[src/rtl/loader_pkg.sv]
// Shared definitions for the boot-time program loader.
// Holds the loader state encoding, the header/counter width, and the image
// checksum rule so the image tool, the loader and the bench agree on it.
package loader_pkg;

  typedef enum logic [2:0] {
    IDLE,
    HDR,
    LOAD,
    CHK,
    DONE,
    ERR
  } state_t;

  localparam int LOADER_LEN_W = 16;

  // Image checksum: length header plus the wrapped sum of all instruction
  // words, modulo 2^16. The header is deliberately part of the checksum.
  function automatic logic [LOADER_LEN_W-1:0] loader_checksum(
    input logic [LOADER_LEN_W-1:0] len,
    input logic [LOADER_LEN_W-1:0] sum
  );
    return len + sum;
  endfunction

endpackage

[src/rtl/prog_loader.sv]
// prog_loader: boot-time program loader in front of instruction memory.
// Accepts a framed stream (length N, N words, checksum) over valid/ready,
// writes the words to LOAD_BASE.., and holds the CPU until the image checks.
//
// Ports:
//   clk, reset         single clock, synchronous active-high reset
//   start              one-cycle pulse, re-arms the loader from DONE or ERR
//   in_valid/in_data   stream word in; in_ready (registered) accepts it
//   mem_we/addr/wdata  instruction memory write port, one cycle after the beat
//   cpu_hold           1 keeps the processor in reset
//   done / error       verified image resident / checksum mismatch (levels)
module prog_loader
  import loader_pkg::*;
#(
  parameter int          DATA_W    = 16,
  parameter int          ADDR_W    = 21,
  parameter int unsigned LOAD_BASE = 0
) (
  input  logic              clk,
  input  logic              reset,
  input  logic              start,
  input  logic              in_valid,
  input  logic [DATA_W-1:0] in_data,
  output logic              in_ready,
  output logic              mem_we,
  output logic [ADDR_W-1:0] mem_addr,
  output logic [DATA_W-1:0] mem_wdata,
  output logic              cpu_hold,
  output logic              done,
  output logic              error
);

  state_t                  state_q, state_d;
  logic [LOADER_LEN_W-1:0] len_q;
  logic [LOADER_LEN_W-1:0] cnt_q;
  logic [LOADER_LEN_W-1:0] cnt_inc;
  logic [DATA_W-1:0]       sum_q;
  logic                    accept;
  logic                    chk_ok;

  // States in which the loader consumes stream beats.
  function automatic logic is_busy(input state_t s);
    return s inside {HDR, LOAD, CHK};
  endfunction

  assign accept  = in_valid && in_ready;
  assign cnt_inc = cnt_q + 16'd1;
  assign chk_ok  = (in_data ==
                    DATA_W'(loader_checksum(len_q, LOADER_LEN_W'(sum_q))));

  always_comb begin
    state_d = state_q;
    case (state_q)
      IDLE: state_d = HDR;
      HDR:  if (accept) state_d = (LOADER_LEN_W'(in_data) == '0) ? CHK : LOAD;
      LOAD: if (accept && (cnt_inc == len_q)) state_d = CHK;
      CHK:  if (accept) state_d = chk_ok ? DONE : ERR;
      DONE: if (start) state_d = HDR;
      ERR:  if (start) state_d = HDR;
      default: state_d = IDLE;
    endcase
  end

  // Stage p0 -> registered outputs: control state, handshake and write port.
  // in_ready needs both the current and next state busy, so it rises one
  // cycle after entering HDR and drops on the very edge that leaves CHK.
  always_ff @(posedge clk) begin
    if (reset) begin
      state_q   <= IDLE;
      in_ready  <= 1'b0;
      mem_we    <= 1'b0;
      mem_addr  <= '0;
      mem_wdata <= '0;
      cpu_hold  <= 1'b1;
      done      <= 1'b0;
      error     <= 1'b0;
    end else begin
      state_q  <= state_d;
      in_ready <= is_busy(state_q) && is_busy(state_d);
      mem_we   <= (state_q == LOAD) && accept;
      if ((state_q == LOAD) && accept) begin
        mem_addr  <= ADDR_W'(LOAD_BASE) + ADDR_W'(cnt_q);
        mem_wdata <= in_data;
      end
      cpu_hold <= (state_d != DONE);
      done     <= (state_d == DONE);
      error    <= (state_d == ERR);
    end
  end

  // Image bookkeeping; re-initialised by every header, so no reset needed.
  // Reset still blocks updates so a beat coinciding with reset is discarded.
  always_ff @(posedge clk) begin
    if (accept && !reset) begin
      case (state_q)
        HDR: begin
          len_q <= LOADER_LEN_W'(in_data);
          cnt_q <= '0;
          sum_q <= '0;
        end
        LOAD: begin
          cnt_q <= cnt_inc;
          sum_q <= sum_q + in_data;
        end
        default: ;
      endcase
    end
  end

endmodule

[config.mk]
export PLATFORM = sky130hd
export DESIGN_NAME = prog_loader
export DESIGN_NICKNAME = d
export VERILOG_FILES = /design/src/rtl/loader_pkg.sv /design/src/rtl/prog_loader.sv
export SDC_FILE = /design/constraint.sdc
export NUM_CORES = 1
export LEC_CHECK = 0
export CAP_MARGIN = 10
export CELL_PAD_IN_SITES_DETAIL_PLACEMENT = 1
export CELL_PAD_IN_SITES_GLOBAL_PLACEMENT = 1
export CORE_MARGIN = 5
export CORE_UTILIZATION = 47
export CTS_CLUSTER_DIAMETER = 40
export DETAILED_ROUTE_END_ITERATION = 6
export PLACE_DENSITY_LB_ADDON = 0.1
export SYNTH_ARGS = -nofsm -noshare
export SYNTH_HDL_FRONTEND = slang
export SYNTH_SLANG_ARGS = --single-unit
export TNS_END_PERCENT = 1
[constraint.sdc]
create_clock -name clk -period 5.8 [get_ports clk]
set_clock_uncertainty 0.1 [all_clocks]
set_input_delay 1.16 -clock clk [delete_from_list [all_inputs] [get_ports clk]]
set_output_delay 1.16 -clock clk [all_outputs]
set_load 0.01 [all_outputs]
==> metrics <==
outcome=completed; Tightest Hold Check Type=register to register; gr usage total=25.3%; Setup TNS=0 ps; Worst Setup SP=in_data[0]; hold path startpoint=mem_addr[6]$_SDFFE_PP0P_; Initial DRC Count=373; n_diodes=0; RSZ-0062 raised after global routing=no; worst vdd ir=140 uV; Nets=717; P_leak=2.27 nW; multi-input gate area in the final layout=0.00311 mm2; HPWL Detailed=13200 um; crit-path max FO=5; Post-Route WL=17500 um; dominant combinational cell family by area after synthesis=simple AND/OR/NAND/NOR gates; met3 Use GR=2.82%; Remaining DRCs=0; final instance area=0.00650 mm2; Synth Warn #=0; final setup margin=1930 ps; top cells by count, synth=90 x nand2_1, 57 x a21oi_1, 49 x nor2_1, 48 x edfxtp_1, 40 x dfxtp_1; RePlAce Congestion=0.935; Synth Area in Simple Gates=22.0%; number of H-tree levels=3; synthesis-stage register bit count=88; top-count cell post-synth=nand2_1; Clock transition at path regs=70 ps; total CTS buffers=9; Clk Latency, worst-skew pair=350 ps; via-per-instance ratio=5.95; Slew headroom=38.6%; Final setup viols=0; via count=4831; number of buffers added on ports=56; final period utilization=66.8%; met1 Track Usage GR=32.1%; unique cell type count in the Yosys netlist=66; total clock sinks=88; Avg Synthesized Cell Area=8.94 um2; die width=119 um; critical-path cell list=clkdlybuf4s50_1 -> ha_1 -> inv_1 -> fa_1 -> nor2b_1 -> o31a_1 -> o211ai_1 -> a21oi_1 -> o31ai_1 -> o211ai_1 -> xnor2_1 -> nor2_1; EDFF count, synth=48; ratio of cells with drive above 1 in the final layout=4.33%; critical path class=primary input to register; Compound-Gate Fraction of Synth Area=15.8%; Synth Cell Area=0.00555 mm2; worst reg2reg setup slack=2040 ps; Synth Flop Type=edfxtp_1; Final Power=0.00141 W; vias in the first global route=5053; Fin. Hold Viols=0; GRT Max-Usage Layer=met2; die area=0.0141 mm2; hold buffer count at cts=0; GRT overflow=0; pin count of the biggest net entering global routing=39; max_cap viols=0; root cell of the clock tree=clkbuf_16; post-CTS resize count=0; wire per inst=21.6 um; DIE HEIGHT=119 um; Crit path largest cell delay=590 ps; CP Launch Type=primary input; CTS tree=done; Synth Area in XOR/XNOR=8.92%; min cycle time layout=3870 ps; setup bufs post-CTS=0; initial antenna violation count=0; pwr/cell area=218 mW/mm2; FF/Latch Area=0.00224 mm2; CP Capture Type=register; drt first pass iters=4; clock buffer depth=2; initial core utilization=48.2%; cells after synthesis=621; critical path's slowest cell=clkdlybuf4s50_1; Reg-to-Reg Start=cnt_q[0]$_SDFFCE_PN0P_; Synth Area in Adders=7.71%; Slew Viols, Final=0; Worst EP arrival=3870 ps; worst path required time=5800 ps; async set-reset flop share out of synthesis=0%; # fillers=1337; worst slew pin tran=922 ps; Core Region=0.0115 mm2; Max Clk Rate=258 MHz; post-synthesis mux area share=1.10%; post-route ant nets=0; GR Util met2=45.1%; sequential area share after synthesis=40.4%; top cells by area, synth=edfxtp_1 26%, dfxtp_1 14%, ha_1 7.0%; synth-to-layout area growth=17.1%; row cnt=39; worst slack, placed=1540 ps; leading area contributor after synthesis=edfxtp_1; CP dominant cell by count=o211ai_1; Synth top area share=26.0%; first-pass GRT wire length=28000 um; # IOs=62; Post-DP Area=0.00619 mm2
[metal layers]
layer | vias to the layer above | routed length, um
met4 | 0 | 236
met1 | 2412 | 7780
met3 | 16 | 500
met5 | - | 0
li1 | 2328 | -
met2 | 75 | 8990
[cells in the final DEF (no fill, tap or decap), types with 4 or more instances in the layout]
cell type        instances
a211oi_1                 5
a21o_1                   5
a21oi_1                 57
and2_1                   5
and3_1                   4
and4_1                   5
buf_4                    5
clkbuf_16               10
clkdlybuf4s50_1         56
conb_1                   5
dfxtp_1                 40
edfxtp_1                48
ha_1                    31
inv_1                   17
inv_6                    4
mux2i_1                  5
nand2_1                 90
nand2b_1                 6
nand3_1                 22
nand3b_1                 5
nand4_1                  7
nor2_1                  48
nor2b_1                  7
nor3_1                  16
nor4_1                   9
o211ai_1                 6
o21a_1                   6
o21ai_0                 16
o21ai_1                  6
or3_1                    7
xnor2_1                 33
xor2_1                  21
[critical path: cells and delay by family]
family,cells,cell delay (ps)
compound gates,5,990
fa+ha+maj,2,640
buf+inv,2,670
simple gates,2,250
xor+xnor,1,150
[path summary, 6_finish.rpt]
check                             end  cells past startpoint
max           sum_q[14]$_SDFFCE_PN0P_                     12
max reg2reg          error$_SDFF_PP0_                      8
min reg2reg  mem_addr[6]$_SDFFE_PP0P_                      2
min          mem_addr[6]$_SDFFE_PP0P_                      2
[area by class of cell]
cell class              count  share of cell area (%)
clock buffers              11                    4.06
well taps                 143                    2.75
flip-flops and latches     88                    34.5
inverters                  17                   0.982
repair buffers             61                    9.20
multi-input cells         487                    47.9
clock inverters             5                   0.616
[power by group]
group	switching, W	internal, W	leakage [nW]
logic	0.0000815	0.0000582	1.35
registers	0.00000893	0.000661	0.769
clock network	0.000271	0.000334	0.152
[sequential cells by signal (all words and copies together) (netlist names)]
name       cells
mem_we         1
in_ready       1
state_q        3
sum_q         16
mem_wdata     16
len_q         16
error          1
mem_addr      16
cpu_hold       1
cnt_q         16
done           1
[stage by stage]
step / utilization [%] / cells / hold slack, ps
after floorplan: - / 625 / 381
after global placement: 53.8 / 796 / 341
after detailed placement: 53.8 / 796 / 349
after CTS: 56.4 / 812 / 359
after global routing: 56.4 / 812 / 377
final: 56.4 / 812 / 357
[cell families after synthesis]
family / Yosys count
AOI/OAI and AO/OA: 139
xor gates and xnor gates: 55
adders and majority gates: 33
buffers and inverters: 50
DFF: 88
muxes: 6
other: 1
and+or+nand+nor: 249
Power figures use the tool's default switching activity.
